===== config.mk =====
export PLATFORM = sky130hd
export DESIGN_NAME = stage4_decode_queue
export DESIGN_NICKNAME = d
export VERILOG_FILES = /design/src/rtl/stage4_decode_queue.sv
export SDC_FILE = /design/constraint.sdc
export NUM_CORES = 1
export LEC_CHECK = 0
export ABC_CLOCK_PERIOD_IN_PS = 5000
export CORE_MARGIN = 2
export CORE_UTILIZATION = 50
export CTS_BUF_LIST = sky130_fd_sc_hd__clkbuf_4 sky130_fd_sc_hd__clkbuf_8
export DETAILED_ROUTE_END_ITERATION = 6
export GPL_ROUTABILITY_DRIVEN = 0
export PLACE_DENSITY = 0.84
export SYNTH_ARGS = -nofsm -noshare
export SYNTH_HDL_FRONTEND = slang
export SYNTH_SLANG_ARGS = --single-unit

===== constraint.sdc =====
create_clock -name CLK -period 5 [get_ports CLK]
set_clock_uncertainty 0.2 [all_clocks]
set_input_delay 1 -clock CLK [delete_from_list [all_inputs] [get_ports CLK]]
set_output_delay 1 -clock CLK [all_outputs]
set_load 0.005 [all_outputs]

===== src/rtl/stage4_decode_queue.sv =====
// ---------------------------------------------------------------------------
// stage4_decode_queue
//   Instruction queue between decode and execute. Decoded bundles written by
//   decode are buffered and the oldest is presented to execute,
//   first-word-fall-through. Fullness is reported to the hazard unit, and the
//   queue obeys its stall_queue / flush_queue controls.
//
// Ports
//   CLK           in   pipeline clock
//   nRST          in   asynchronous active-low reset
//   queue_wen     in   decode pushes wdata/wpc this cycle
//   wdata         in   decoded bundle [DATA_W]
//   wpc           in   PC of pushed instruction [32]
//   stall_queue   in   hold head, no dequeue
//   flush_queue   in   discard all entries (overrides push/pop)
//   ex_ready      in   execute accepts head this cycle
//   is_queue_full out  occupancy == DEPTH
//   valid_out     out  head entry valid
//   rdata         out  head bundle [DATA_W], 0 when empty
//   rpc           out  head PC [32], 0 when empty
//   count         out  current occupancy [$clog2(DEPTH)+1]
// ---------------------------------------------------------------------------
module stage4_decode_queue #(
    parameter int DEPTH  = 4,
    parameter int DATA_W = 96
) (
    input  logic                     CLK,
    input  logic                     nRST,
    input  logic                     queue_wen,
    input  logic [DATA_W-1:0]        wdata,
    input  logic [31:0]              wpc,
    input  logic                     stall_queue,
    input  logic                     flush_queue,
    input  logic                     ex_ready,
    output logic                     is_queue_full,
    output logic                     valid_out,
    output logic [DATA_W-1:0]        rdata,
    output logic [31:0]              rpc,
    output logic [$clog2(DEPTH):0]   count
);

    localparam int IDX_W = $clog2(DEPTH);

    // Pointers carry one extra wrap bit above the index bits.
    logic [IDX_W:0]      wr_ptr;
    logic [IDX_W:0]      rd_ptr;

    // Storage is intentionally not reset; outputs are gated when empty.
    logic [DATA_W-1:0]   mem_data [DEPTH];
    logic [31:0]         mem_pc   [DEPTH];

    logic                empty;
    logic                push;
    logic                pop;

    always_comb begin
        empty         = (wr_ptr == rd_ptr);
        is_queue_full = (wr_ptr[IDX_W] != rd_ptr[IDX_W]) &&
                        (wr_ptr[IDX_W-1:0] == rd_ptr[IDX_W-1:0]);
        valid_out     = !empty;
        count         = wr_ptr - rd_ptr;
        // Push is refused when full even if a pop happens the same cycle,
        // keeping fullness a function of registered state only.
        push          = queue_wen && !is_queue_full && !flush_queue;
        pop           = valid_out && ex_ready && !stall_queue && !flush_queue;
        rdata         = '0;
        rpc           = '0;
        if (!empty) begin
            rdata = mem_data[rd_ptr[IDX_W-1:0]];
            rpc   = mem_pc[rd_ptr[IDX_W-1:0]];
        end
    end

    always_ff @(posedge CLK or negedge nRST) begin
        if (!nRST) begin
            wr_ptr <= '0;
            rd_ptr <= '0;
        end else if (flush_queue) begin
            wr_ptr <= '0;
            rd_ptr <= '0;
        end else begin
            if (push) wr_ptr <= wr_ptr + 1'b1;
            if (pop)  rd_ptr <= rd_ptr + 1'b1;
        end
    end

    always_ff @(posedge CLK) begin
        if (push) begin
            mem_data[wr_ptr[IDX_W-1:0]] <= wdata;
            mem_pc[wr_ptr[IDX_W-1:0]]   <= wpc;
        end
    end

endmodule


== Word-level counts from Yosys, hierarchy flattened ==
Memories as Yosys holds them, arrays and structs flattened.
Index checks and enable logic that the tools add are counted.
Cells by class
  multiplexer cells: 8
  divide/modulo/power cells: 0
  shift-type cells: 0
  order comparisons: 0
  bitwise operators: 0
  add/sub/neg operators: 3
  equal/unequal tests: 3
  $mul: 0
  reductions and logical operators: 12
Operator list (number)
  $mux W96: 1
  $mux W32: 1
  $mux W3: 4
  $add A3 B1 Y3 const B: 2
  $logic_and A1 B1 Y1: 6
  $logic_not A1 Y1: 4
  $reduce_bool A2 Y1: 2
  $eq A3 B3 Y1: 1
  $sub A3 B3 Y3: 1
  $eq A2 B2 Y1: 1
  $mux W1: 2
  $ne A1 B1 Y1: 1
Word-level totals
  bits in writable memories: 512
  ROM bits: 0
  latch bits: 0
  memories: 2
  word-level logic and storage cells: 30
  output and inout port bits: 133
  input bits: 134
  bits in registers: 6
Memories
  mem_data: depth 4, width 96, read ports 1, clocked after memory_dff 0, write ports 1, line 49  | logic [DATA_W-1:0] mem_data [DEPTH];
  mem_pc: depth 4, width 32, read ports 1, clocked after memory_dff 0, write ports 1, line 50  | logic [31:0] mem_pc [DEPTH];

== Depth between registers and ports, before layout ==
  word-level depth: 7
  mapped depth: 9

== Worst setup path after synthesis ==
No wires, ideal clock.
  path kind: reg-to-reg
  from: register rd_ptr[1]
  to: memory mem_data[0][0] (enable)
  required time: 4297 ps
  arrival time: 4431 ps
  buffers on the path: 2
  stages on the path, launching flop included: 8
  library setup time: 503 ps
  slack: -134 ps
  clock period less this slack: 5134 ps
  cell sequence: dfrtp_1 buf_2 buf_2 inv_1 ha_1 nand2_1 o21a_1 and3_1
On the way
  cells in the longest elaborated chain, start to end: 7
RTL lines
  from (decl): line 46  | logic [IDX_W:0] rd_ptr;
  from (signal assigned): line 83  | if (pop) rd_ptr <= rd_ptr + 1'b1;
  $eq A2 B2 Y1: line 59  | (wr_ptr[IDX_W-1:0] == rd_ptr[IDX_W-1:0]);
  $logic_and A1 B1 Y1: line 58  | is_queue_full = (wr_ptr[IDX_W] != rd_ptr[IDX_W]) &&
  $logic_not A1 Y1: line 64  | push = queue_wen && !is_queue_full && !flush_queue;
  $logic_and A1 B1 Y1 (2 in series): line 64
  $mux W1: line 88  | if (push) begin
  $mux W1 (implied by the code): line 89  | mem_data[wr_ptr[IDX_W-1:0]] <= wdata;
  to (decl): line 49
No other way between the ends.

== Worst setup path in the final report ==
  from: register wr_ptr[0]
  to: output port rdata[44]
On the way
  cells in the longest elaborated chain, start to end: 2
RTL lines
  from (decl): line 45  | logic [IDX_W:0] wr_ptr;
  from (signal assigned): line 82  | if (push) wr_ptr <= wr_ptr + 1'b1;
  $eq A3 B3 Y1: line 57  | empty = (wr_ptr == rd_ptr);
  $mux W96: line 68  | if (!empty) begin
  to (decl): line 37  | output logic [DATA_W-1:0] rdata,
No other way between the ends.

==> impl_metrics.yaml <==
critical_path:
  start_kind: "register"
  setup.worst_path.start: "wr_ptr[0]"
  path_max_fanout: 41
  arrival_ps: 2920
  critical_path_required_ps: 3800
  critPathKind: "reg2out"
  r2r-start: "wr_ptr[0]"
  timing.critical_path.to_type: "output port"
logic_synthesis:
  synth-simple-area-share_pct: 4.510
  synth.mux.area_fraction_pct: 14.76
  adder_and_majority_gate_portion_of_the_synthesized_area_pct: 0.5425
  post-synth-top-count-cell: "edfxtp_1"
  seq_area_frac_synth_pct: 78.27
  complex_gate_fraction_of_the_synthesized_area_pct: 0.3028
  synth.distinct_cells: 29
  synth.ff_latch_count: 518
  dominantRegCellSynth: "edfxtp_1"
  ys_warn_count: 0
  count_of_flip_flops_with_a_built_in_enable_after_synthesis: 512
  synth-xor-area-share_pct: 0.1262
  synthesis.area_um2: 19830
  synth_async_sr_flop_share_pct: 1.158
  postSynthAreaPerCell_um2: 22.90
  commonest_cells_in_the_synthesized_netlist: "512 x edfxtp_1, 129 x and2_1, 128 x mux4_2"
  synth_top_cell_by_area: "edfxtp_1"
  synth_area_leaders: "edfxtp_1 78%, mux4_2 15%, and2_1 4.1%, dfrtp_1 0.76%, buf_6 0.62%"
  synth.net_count: 1008
  synth.top_cell.area_share_pct: 77.52
  postSynthCellCount: 866
  synth_top_family_by_area: "multiplexers"
die:
  rows: 72
  core_area_um2: 38920
  io_pins: 267
  vertical_extent_of_the_die_um: 203.2
  die_area_um2: 41280
  die_width_um: 203.2
  initial_cell_density_of_the_core_pct: 50.96
detailed_routing:
  ant_nets: 0
  first_iter_violations: 581
  routedWlPerCell_um: 21.66
  first_pass_iteration_count_of_the_detailed_router: 5
  route.detailed.vias_per_inst: 5.434
  route.final.wire_length_mm: 37.96
  drcViolationCount: 0
  vias: 9521
clock_network:
  ctsRootBufferMaster: "clkbuf_8"
  hold_buffers: 0
  numCtsBuffers: 80
  worst_skew_pair.late_latency_ps: 600
  cts.path.max_buffers: 3
  number_of_instances_resized_during_post_cts_repair: 0
  cts_tree: "built"
  cts_setup_buffers: 0
  worst_setup_hold_path_clk_slew_ps: 60
  htree_depth: 3
  cts.sink_count: 518
cells_and_area:
  sequential_cell_area_um2: 15530
  drive_gt1_share_pct: 21.57
  fill_cells: 2652
  multi_input_area_um2: 4041
  final_net_count: 1326
  finish.instance_area_um2: 24590
  layout.cells.non_filler: 1752
  synthToLayoutAreaGrowth_pct: 23.96
global_route:
  grt_antenna_before_repair: 3
  vias_in_the_first_global_route: 10530
  grt.met2_usage_pct: 31.59
  grt.overflow.total: 0
  maximum_number_of_pins_on_one_net_before_global_route_repair: 132
  global_route.peak_usage_layer: "met2"
  gr-usage-met3_pct: 5.113
  grt_pass1_wl_mm: 58.77
  track_usage_pct: 18.83
  grt_use_met1_pct: 23.44
sta:
  report.final.hold_viol_count: 0
  clock.fmax_mhz: 242.5
  timing.final.setup_violations: 0
  max-slew-margin-rel_pct: 40.29
  timing.setup.tns_ps: 0
  final-max-slew-violation-count: 0
  unrepaired_setup_endpoints_after_global_routing: "false"
  tightest_slew_ps: 895.7
  layout_min_cycle_time_ps: 4124
  timing.final.crit_share_pct: 82.48
flow_run:
  max-cap-violations: 0
run_status:
  result_of_the_run: "complete, no violations"
place:
  detailed_place.area_um2: 23130
  detailedPlacementHpwl_mm: 22.25
  port-buffer-count: 266
  dp_cells: 1620
power_and_ir_drop:
  leakagePower_nw: 7.761
  power_per_cell_area_nw_per_um2: 378.4
  irDropWorstVdd_v: 0.0002482
worst_hold_path:
  min-delay-start: "wr_ptr[2]"
  min_path_type: "reg2reg"
worst paths after layout:
| check | to | slack [ps] | cells past startpoint |
|---|---|---|---|
| setup / recovery | rdata[44] | 880 | 7 |
| hold / removal | wr_ptr[2] | 430 | 1 |
| setup reg to reg | mem_data[3][27] | 2180 | 6 |
| hold reg to reg | wr_ptr[2] | 430 | 1 |
| max in group asynchronous | rd_ptr[0] | 3890 | 1 |
| min in group asynchronous | wr_ptr[2] | 450 | 1 |
final cells by class:
| cell class | count | share of cell area, % |
|---|---|---|
| tap | 518 | 2.636 |
| sequential | 518 | 63.18 |
| timing repair buffer | 280 | 11.71 |
| inverter | 7 | 0.1069 |
| antenna | 1 | 0.01018 |
| clock inverter | 23 | 0.5089 |
| multi-input combinational | 297 | 16.44 |
| clock buffer | 108 | 5.410 |
kinds of logic after synthesis:
family                     Yosys count
xor gates and xnor gates             2
and+or+nand+nor                    147
muxes                              132
DFF                                518
AOI/OAI and AO/OA                    8
buffers and inverters               51
adders and majority gates            8
per-layer routing:
layer,vias up,share of wire [%]
li1,4178,-
met1,4933,39
met2,343,51
met3,63,7.7
met4,4,2.4
met5,-,0.071
registers in the layout, summed over array words and instances (netlist names):
register	flops
rd_ptr	3
wr_ptr	3
mem_data	384
mem_pc	128
worst max-delay path, stage by stage, from the launching register on:
cell             delay, ps
dfrtp_1                390
inv_1                  110
ha_1                   330
and2_1                 210
nand2_4                160
buf_4                  340
and2_1                 210
clkdlybuf4s50_1        530
metrics by stage:
| step | total power [W] | worst slack [ps] | hold WS [ps] | utilization (%) |
|---|---|---|---|---|
| 2_1_floorplan | 0.005535 | 1330 | 391.5 | - |
| 3_3_place_gp | 0.006160 | 1478 | 411.2 | 59.43 |
| 4_1_cts | 0.009436 | 782.9 | 405.1 | 63.17 |
| 3_5_place_dp | 0.006188 | 1451 | 423.1 | 59.43 |
| 5_1_grt | 0.009684 | 688.9 | 433.6 | 63.18 |
| 6_report | 0.009303 | 876.2 | 433.9 | 63.18 |
placed cells by master (no fill, tap or decap), drive strengths merged, types with 3 or more instances in the layout:
master | netlist | routed
and3 | 4 | 4
inv | 7 | 7
clkbuf | 18 | 108
ha | 7 | 7
buf | 26 | 14
and2 | 129 | 129
nand2 | 5 | 5
edfxtp | 512 | 512
dfrtp | 6 | 6
nor2 | 5 | 5
mux2 | 3 | 3
clkdlybuf4s50 | 0 | 266
clkinvlp | 0 | 3
clkinv | 0 | 19
mux4 | 128 | 128
power breakdown:
part	internal [W]	leakage, nW	switching (W)
clock network	0.00175	0.758	0.00147
registers	0.00491	4.73	0.0000265
logic	0.000672	2.27	0.000472
No activity file was read; power rests on OpenSTA's default activity.
